**config.mk**
```make
export PLATFORM = sky130hd
export DESIGN_NAME = hazard_stall_ctrl
export DESIGN_NICKNAME = d
export VERILOG_FILES = /design/src/rtl/hazard_pkg.sv /design/src/rtl/inst_reg_use_decode.sv /design/src/rtl/hazard_stall_ctrl.sv
export SDC_FILE = /design/constraint.sdc
export NUM_CORES = 1
export LEC_CHECK = 0
export CAP_MARGIN = 25
export CORE_MARGIN = 2
export CORE_UTILIZATION = 45
export CTS_BUF_LIST = sky130_fd_sc_hd__clkbuf_8
export DETAILED_ROUTE_END_ITERATION = 8
export HOLD_SLACK_MARGIN = 0.06
export PLACE_DENSITY = 0.89
export SLEW_MARGIN = 15
export SYNTH_ARGS = -nofsm -noshare
export SYNTH_HDL_FRONTEND = slang
export SYNTH_SLANG_ARGS = --single-unit
```
**constraint.sdc**
```tcl
create_clock -name clock -period 4.1 [get_ports clock]
set_input_delay 0.615 -clock clock [delete_from_list [all_inputs] [get_ports clock]]
set_output_delay 0.615 -clock clock [all_outputs]
set_load 0.005 [all_outputs]
```
**src/rtl/hazard_pkg.sv**
```systemverilog
// hazard_pkg
// Shared definitions for the hazard stall controller and the forwarding unit:
// opcode[6:2] constants for RV32I, the stall FSM state type, and the register
// use/write predicates for an instruction's major opcode.
package hazard_pkg;

  localparam logic [4:0] OP_LOAD   = 5'b00000;
  localparam logic [4:0] OP_STORE  = 5'b01000;
  localparam logic [4:0] OP_BRANCH = 5'b11000;
  localparam logic [4:0] OP_JAL    = 5'b11011;
  localparam logic [4:0] OP_JALR   = 5'b11001;
  localparam logic [4:0] OP_LUI    = 5'b01101;
  localparam logic [4:0] OP_AUIPC  = 5'b00101;
  localparam logic [4:0] OP_IMM    = 5'b00100;
  localparam logic [4:0] OP_REG    = 5'b01100;
  localparam logic [4:0] OP_SYSTEM = 5'b11100;

  // Width of the remaining-penalty counter; sized for a load-use penalty of up to 3.
  localparam int REM_W = 2;

  typedef enum logic {
    ST_RUN,
    ST_LSTALL
  } stall_state_t;

  function automatic logic is_load(input logic [4:0] op);
    return op == OP_LOAD;
  endfunction

  function automatic logic uses_rs1(input logic [4:0] op);
    return !(op inside {OP_LUI, OP_AUIPC, OP_JAL, OP_SYSTEM});
  endfunction

  function automatic logic uses_rs2(input logic [4:0] op);
    return op inside {OP_BRANCH, OP_STORE, OP_REG};
  endfunction

  // Opcode-level only; rd==x0 filtering is applied by the caller.
  function automatic logic writes_rd(input logic [4:0] op);
    return !(op inside {OP_BRANCH, OP_STORE, OP_SYSTEM});
  endfunction

endpackage

```
**src/rtl/inst_reg_use_decode.sv**
```systemverilog
// inst_reg_use_decode
// Pure combinational decode of one instruction word into its register fields
// and use/write flags.
// Ports:
//   inst      in   32  instruction word
//   rs1       out  5   source register 1 field
//   rs2       out  5   source register 2 field
//   rd        out  5   destination register field
//   load      out  1   instruction is a load
//   rs1_used  out  1   instruction reads rs1
//   rs2_used  out  1   instruction reads rs2
//   rd_written out 1   instruction writes a non-zero rd
import hazard_pkg::*;

module inst_reg_use_decode (
  input  logic [31:0] inst,
  output logic [4:0]  rs1,
  output logic [4:0]  rs2,
  output logic [4:0]  rd,
  output logic        load,
  output logic        rs1_used,
  output logic        rs2_used,
  output logic        rd_written
);

  logic [4:0] op;
  logic       unused_bits;

  assign op  = inst[6:2];
  assign rs1 = inst[19:15];
  assign rs2 = inst[24:20];
  assign rd  = inst[11:7];

  assign load     = is_load(op);
  assign rs1_used = uses_rs1(op);
  assign rs2_used = uses_rs2(op);
  // A write to x0 is discarded, so it can never be the source of a hazard.
  assign rd_written = writes_rd(op) && (inst[11:7] != 5'd0);

  // Funct and size bits play no part in hazard detection.
  assign unused_bits = ^{inst[31:25], inst[14:12], inst[1:0]};

endmodule

```
**src/rtl/hazard_stall_ctrl.sv**
```systemverilog
// hazard_stall_ctrl
// Resolves the hazards that bypassing cannot: load-use dependencies, taken
// control transfers resolved in X, and data-memory wait states.
// Ports:
//   clock       in   1      system clock
//   reset_n     in   1      synchronous active-low reset
//   inst_d      in   32     D-stage instruction word
//   inst_x      in   32     X-stage instruction word
//   br_taken_x  in   1      X-stage branch/JAL/JALR taken this cycle
//   dmem_req    in   1      M-stage data-memory access outstanding
//   dmem_ready  in   1      data memory completes the access this cycle
//   stall_f     out  1      hold PC and F/D register
//   stall_d     out  1      hold D/X source
//   bubble_x    out  1      load NOP into D/X next edge
//   flush_d     out  1      load NOP into F/D next edge
//   freeze      out  1      hold every pipeline register
//   stall_count out  CNT_W  saturating count of freeze/stall_d/flush_d cycles
import hazard_pkg::*;

module hazard_stall_ctrl #(
  parameter int LOAD_LAT = 1,
  parameter int CNT_W    = 32
) (
  input  logic             clock,
  input  logic             reset_n,
  input  logic [31:0]      inst_d,
  input  logic [31:0]      inst_x,
  input  logic             br_taken_x,
  input  logic             dmem_req,
  input  logic             dmem_ready,
  output logic             stall_f,
  output logic             stall_d,
  output logic             bubble_x,
  output logic             flush_d,
  output logic             freeze,
  output logic [CNT_W-1:0] stall_count
);

  logic [4:0] d_rs1, d_rs2, d_rd;
  logic [4:0] x_rs1, x_rs2, x_rd;
  logic       d_load, d_rs1_used, d_rs2_used, d_rd_written;
  logic       x_load, x_rs1_used, x_rs2_used, x_rd_written;
  logic       unused_decode;
  logic       lu;
  logic       mem_wait;

  stall_state_t       state;
  logic [REM_W-1:0]   rem;

  inst_reg_use_decode u_dec_d (
    .inst       (inst_d),
    .rs1        (d_rs1),
    .rs2        (d_rs2),
    .rd         (d_rd),
    .load       (d_load),
    .rs1_used   (d_rs1_used),
    .rs2_used   (d_rs2_used),
    .rd_written (d_rd_written)
  );

  inst_reg_use_decode u_dec_x (
    .inst       (inst_x),
    .rs1        (x_rs1),
    .rs2        (x_rs2),
    .rd         (x_rd),
    .load       (x_load),
    .rs1_used   (x_rs1_used),
    .rs2_used   (x_rs2_used),
    .rd_written (x_rd_written)
  );

  // Only the consumer side of D and the producer side of X matter here.
  assign unused_decode = ^{d_rd, d_load, d_rd_written,
                           x_rs1, x_rs2, x_rs1_used, x_rs2_used};

  assign lu = x_load && x_rd_written &&
              ((d_rs1_used && (d_rs1 == x_rd)) || (d_rs2_used && (d_rs2 == x_rd)));

  assign mem_wait = dmem_req && !dmem_ready;

  // A memory wait overrides everything; a pending load-use penalty beats a
  // taken branch because X already holds a bubble and cannot redirect.
  always_comb begin
    freeze   = mem_wait;
    stall_f  = 1'b0;
    stall_d  = 1'b0;
    bubble_x = 1'b0;
    flush_d  = 1'b0;
    if (!mem_wait) begin
      if (state == ST_LSTALL) begin
        stall_f  = 1'b1;
        stall_d  = 1'b1;
        bubble_x = 1'b1;
      end else if (br_taken_x) begin
        flush_d  = 1'b1;
        bubble_x = 1'b1;
      end else if (lu) begin
        stall_f  = 1'b1;
        stall_d  = 1'b1;
        bubble_x = 1'b1;
      end
    end
  end

  // Penalty FSM: the first stall cycle is issued from RUN, so LSTALL only
  // covers the remaining LOAD_LAT-1 cycles. Everything holds while frozen.
  always_ff @(posedge clock) begin
    if (!reset_n) begin
      state <= ST_RUN;
      rem   <= '0;
    end else if (!mem_wait) begin
      case (state)
        ST_RUN: begin
          if (!br_taken_x && lu && (LOAD_LAT > 1)) begin
            state <= ST_LSTALL;
            rem   <= REM_W'(LOAD_LAT - 1);
          end
        end
        ST_LSTALL: begin
          if (rem == REM_W'(1)) begin
            state <= ST_RUN;
            rem   <= '0;
          end else begin
            rem <= rem - REM_W'(1);
          end
        end
        default: begin
          state <= ST_RUN;
          rem   <= '0;
        end
      endcase
    end
  end

  // Saturating performance counter of lost cycles.
  always_ff @(posedge clock) begin
    if (!reset_n) begin
      stall_count <= '0;
    end else if ((freeze || stall_d || flush_d) && (stall_count != {CNT_W{1'b1}})) begin
      stall_count <= stall_count + CNT_W'(1);
    end
  end

endmodule

```
After elaboration in Yosys (flattened, before gate mapping)
Index checks and enable logic that the tools add are counted. Widths: inputs -> output; s select.

Add/subtract/negate cells: 2. Mux-type cells: 13. Reductions and logical operators: 19. Bitwise logic cells: 1. Eq/ne operators: 14.

Operators with widths (number): $add 32x1->32 const B (1); $ne 32x32->1 const B (1); $eq 5x5->1 const B (5); $eq 5x4->1 const B (4); $mux 1 (12); $eq 5x5->1 (2); $logic_and 1x1->1 (7); $reduce_bool 3->1 (2); $eq 5x3->1 const B (1); $logic_not 5->1 (1); $reduce_bool 5->1 (1); $reduce_bool 4->1 (1); $logic_not 1->1 (3); $logic_or 1x1->1 (3); $eq 2x1->1 const B (1); $mux 2 (1); $reduce_and 2->1 (1); $sub 2x1->2 const B (1); $not 1->1 (1).

Flip-flop bits (word level): 35. Logic and storage cells: 52. Bits of input ports: 69. Output and inout port bits: 37.

Logic depth before layout (Yosys ltp)
Depth after elaboration: 13. Depth in mapped cells: 9. Depth with buffers taken out: 7.

By module
A second synthesis with hierarchy kept.

Cell total of the unflattened synthesis: 290. Area total of the unflattened synthesis: 2314.7 µm².

By module, submodules not included: hazard_stall_ctrl (cells each 234, seq. area each 700.7 µm², area each 1936.9 µm², times used 1); inst_reg_use_decode (cells each 28, seq. area each 0.0 µm², area each 188.9 µm², times used 2).

Worst setup path after synthesis
OpenSTA, ideal clock, no wires.

Path kind: in2out. Start: input port inst_x[7]. End: output port stall_f. Required time: 3.485 ns. Stages: 7. Arrival: 1.907 ns. Path slack: 1.578 ns. Buffers on the path: 1. Cells stage by stage: or4_1 > o211ai_2 > nor3_1 > nor2_1 > nor2_1 > o21a_1 > buf_4.

Cells in the longest elaborated chain, start to end: 8.

RTL lines: from (decl) (RTL line hazard_stall_ctrl.sv:27) `input logic [31:0] inst_x,`; $eq 5x5->1 / $reduce_bool 5->1 (equally long branches) (RTL line hazard_stall_ctrl.sv:77, inst_reg_use_decode.sv:38); $logic_and 1x1->1 (on tied branches) (RTL line hazard_stall_ctrl.sv:77, inst_reg_use_decode.sv:38); $logic_or 1x1->1 / $logic_and 1x1->1 (equally long branches) (RTL line hazard_stall_ctrl.sv:77, hazard_stall_ctrl.sv:76); $logic_and 1x1->1 (*) (RTL line hazard_stall_ctrl.sv:76) `assign lu = x_load && x_rd_written &&`; $mux 1 (*) (4 in a row); to (decl) (RTL line hazard_stall_ctrl.sv:31) `output logic stall_f,`.

Every way passes the cells marked *; elsewhere a longest branch is shown, timed or not.

Final worst setup path
Start: input port inst_x[7]. End: output port stall_f.

Cells in the longest elaborated chain, start to end: 8.

RTL lines: $eq 5x5->1 / $reduce_bool 5->1 (equally long branches) (RTL line hazard_stall_ctrl.sv:77, inst_reg_use_decode.sv:38); $logic_and 1x1->1 (on tied branches) (RTL line hazard_stall_ctrl.sv:77, inst_reg_use_decode.sv:38); $logic_or 1x1->1 / $logic_and 1x1->1 (equally long branches) (RTL line hazard_stall_ctrl.sv:77, hazard_stall_ctrl.sv:76); $logic_and 1x1->1 (*) (RTL line hazard_stall_ctrl.sv:76); $mux 1 (*) (RTL line hazard_stall_ctrl.sv:97) `end else if (lu) begin`; $mux 1 (*) (RTL line hazard_stall_ctrl.sv:94) `end else if (br_taken_x) begin`; $mux 1 (*) (RTL line hazard_stall_ctrl.sv:90) `if (state == ST_LSTALL) begin`; $mux 1 (*) (RTL line hazard_stall_ctrl.sv:89) `if (!mem_wait) begin`.

Marks and branches as above.

==> flow_summary_export.csv <==
group,metric,value,unit
finish,layout.nets,390,
floorplan,floorplan.io_pins,106,
clock_network,cts_max_level,2,
finish,most-common-layout-cells,"clkdlybuf4s50_1 (66), dfxtp_1 (35), a21oi_1 (28)",
placed_design,io_buffers,66,
grt,grt_pass1_vias,2010,
clock_network,clkTransAtPathRegs,0.07,ns
yosys,synth_nets,329,
setup_path,worstPathArrival,2.82,ns
grt,grt_pass1_wl,8970,um
timing,fin_crit_sh,83.7,%
hold_path,holdCritPathClass,"reg -> reg",
drt,vias,2244,
placed_design,gp_congestion,0.793,
clock_network,cts_sinks,35,
clock_network,cts-resized-gates,0,
yosys,ys_seq_area_share,33.2,%
yosys,synthesis.instances,258,
run,maxCapViolCount,0,
setup_path,worst_setup_path_start_kind,"primary input",
drt,via_per_inst,6.03,
drt,drt-initial-drc-count,149,
clock_network,tritoncts,"done",
finish,final_core_util,64.3,%
floorplan,fp.dieW,72.5,um
floorplan,die_h,72.5,um
setup_path,r2r_end,"stall_count[11]",
hold_path,holdCritStartpoint,"rem[1]",
timing,fin_setup_tns,0,ns
timing,fin_crit,3.43,ns
clock_network,cts-root-buf,"clkbuf_8",
hold_path,holdPathEnd,"rem[1]",
drt,avgRoutedWirePerCell,14.2,um
clock_network,cts_hold_buffers,0,
clock_network,cts_buffers,5,
timing,setup_violations,0,
yosys,synth_cell_type_count,40,
finish,area_delta_synth_final,35.3,%
setup_path,r2r_cells,6,
yosys,syn_avg_cell_area,8.18,um2
setup_path,endpoint_kind,"output port",
yosys,synth-edff-count,0,
setup_path,path_class,"in -> out",
grt,grt_overflow,0,
floorplan,core_region_area,4440,um2
timing,maxSlewViolCount,0,
timing,fin_skew,0.00233,ns
placed_design,pre_cts_slack,0.649,ns
setup_path,cp_data_required_time,3.48,ns
drt,antenna_left,0,
finish,antenna_cells,0,
power_and_ir_drop,p_per_area,246,nW/um2
grt,grt_usage,21.3,%
placed_design,dp_cells,364,
timing,grt_setup_unrepaired,"false",
timing,tightest_slew,0.808,ns
yosys,synthesis.area,2110,um2
floorplan,start_util,47.5,%
finish,fin_cells,372,
clock_network,post-cts-setup-buffers,0,
setup_path,ff2ff_setup_slack,1.63,ns
yosys,synth_warnings,0,
finish,final_common_cell,"clkdlybuf4s50_1",
run_status,outcome,"completed",
placed_design,hpwl,3770,um
clock_network,clk_path_buf_depth,2,
power_and_ir_drop,vdd_drop_max,127,uV
drt,dr.pass1.iters,4,
yosys,ys_async_sr_fraction,0,%
power_and_ir_drop,leakage,0.894,nW
finish,layout-drive-gt1-share,5.63,%
floorplan,dieArea,5250,um2
timing,worst_slack,0.669,ns
timing,max_slew_margin,46.2,%
clock_network,clk_latency,0.29,ns
grt,grt_start_max_net_pins,62,
timing,max_freq,291,MHz
setup_path,critical_path.max_fanout,3,
drt,route.detailed.drc,0,
timing,hold_viol,0,
drt,drt-total-wl,5280,um
floorplan,rows,24,
setup_path,r2r-start,"stall_count[0]",
hold_path,holdPathStages,2,
grt,antenna_found_initial,0,
yosys,ys_ff_latch,35,
yosys,synthFlopType,"dfxtp_1",
flip-flops by register name, indices dropped and copies added (netlist names):
signal	flops
rem	2
stall_count	32
state	1
cells in the mapped netlist, drive strengths merged, types with 3 or more instances:
| master | number | area, um2 |
|---|---|---|
| dfxtp | 35 | 701 |
| a21oi | 28 | 140 |
| nand2 | 20 | 75.1 |
| nand3 | 19 | 95.1 |
| or4 | 15 | 113 |
| nand4 | 13 | 81.3 |
| o21ai | 12 | 60.1 |
| o31ai | 12 | 90.1 |
| or3 | 11 | 68.8 |
| buf | 10 | 83.8 |
| nor2 | 10 | 37.5 |
| xnor2 | 10 | 87.6 |
| and3 | 7 | 43.8 |
| nand2b | 7 | 43.8 |
| clkbuf | 5 | 18.8 |
| nor3 | 5 | 30.0 |
| o21a | 5 | 37.5 |
| inv | 4 | 15.0 |
| nor4 | 4 | 43.8 |
| and4 | 3 | 26.3 |
| mux2i | 3 | 30.0 |
| o211ai | 3 | 27.5 |
metrics by stage:
| stage | power (W) | cell area [um2] | hold slack [ns] |
|---|---|---|---|
| after floorplan | 0.000393 | 2110 | 0.436 |
| after global placement | 0.000434 | 2760 | 0.445 |
| after detailed placement | 0.000436 | 2760 | 0.451 |
| after CTS | 0.000708 | 2860 | 0.461 |
| after global routing | 0.000730 | 2860 | 0.468 |
| final | 0.000702 | 2860 | 0.461 |
routing by layer:
metal,vias to the layer above,global-route usage [%],routed length (um)
li1,1106,-,-
met1,1044,25.4,2040
met2,83,36.0,2700
met3,11,6.94,432
met4,0,7.61,99
met5,-,0,0
report_power, final:
group | leakage (nW) | switching, W | internal [W]
Combinational | 0.556 | 0.0000363 | 0.0000470
Clock | 0.0557 | 0.000124 | 0.000151
Sequential | 0.282 | 0.00000217 | 0.000342
cell families (layout without fill, tap and decap cells):
| logic type | count (synthesis) | count (layout) | share of synthesized area [%] |
|---|---|---|---|
| adders and majority gates | 2 | 2 | 1.19 |
| DFF | 35 | 35 | 33.2 |
| and+or+nand+nor | 123 | 123 | 35.2 |
| muxes | 3 | 3 | 1.42 |
| buffers and inverters | 20 | 82 | 5.75 |
| xor gates and xnor gates | 10 | 10 | 4.15 |
| AOI/OAI and AO/OA | 65 | 65 | 19.1 |
how the worst max path moves through the flow:
stage / start / endpoint / cells past startpoint
2_1_floorplan: inst_x[7] / stall_f / 7
3_3_place_gp: inst_x[7] / stall_f / 8
3_5_place_dp: inst_x[7] / stall_d / 8
4_1_cts: inst_x[7] / stall_d / 8
5_1_grt: inst_x[10] / stall_d / 8
6_report: inst_x[7] / stall_f / 8
final cells by class:
type	instances	area, um2
clock inverter	1	3.75
multi-input combinational	203	1290
fill	387	1590
timing repair buffer	69	683
tap	52	65.1
sequential	35	701
clock buffer	7	96.3
inverter	5	18.8
worst max-delay path, cell delays in order:
cell and delay (ns):
clkdlybuf4s50_1 0.47, or4_1 0.56, o211ai_2 0.21, nor3_1 0.14, nor2_1 0.15, nor2_1 0.05, o21a_1 0.17, clkdlybuf4s50_1 0.44
(Power assumes the default switching activity.)
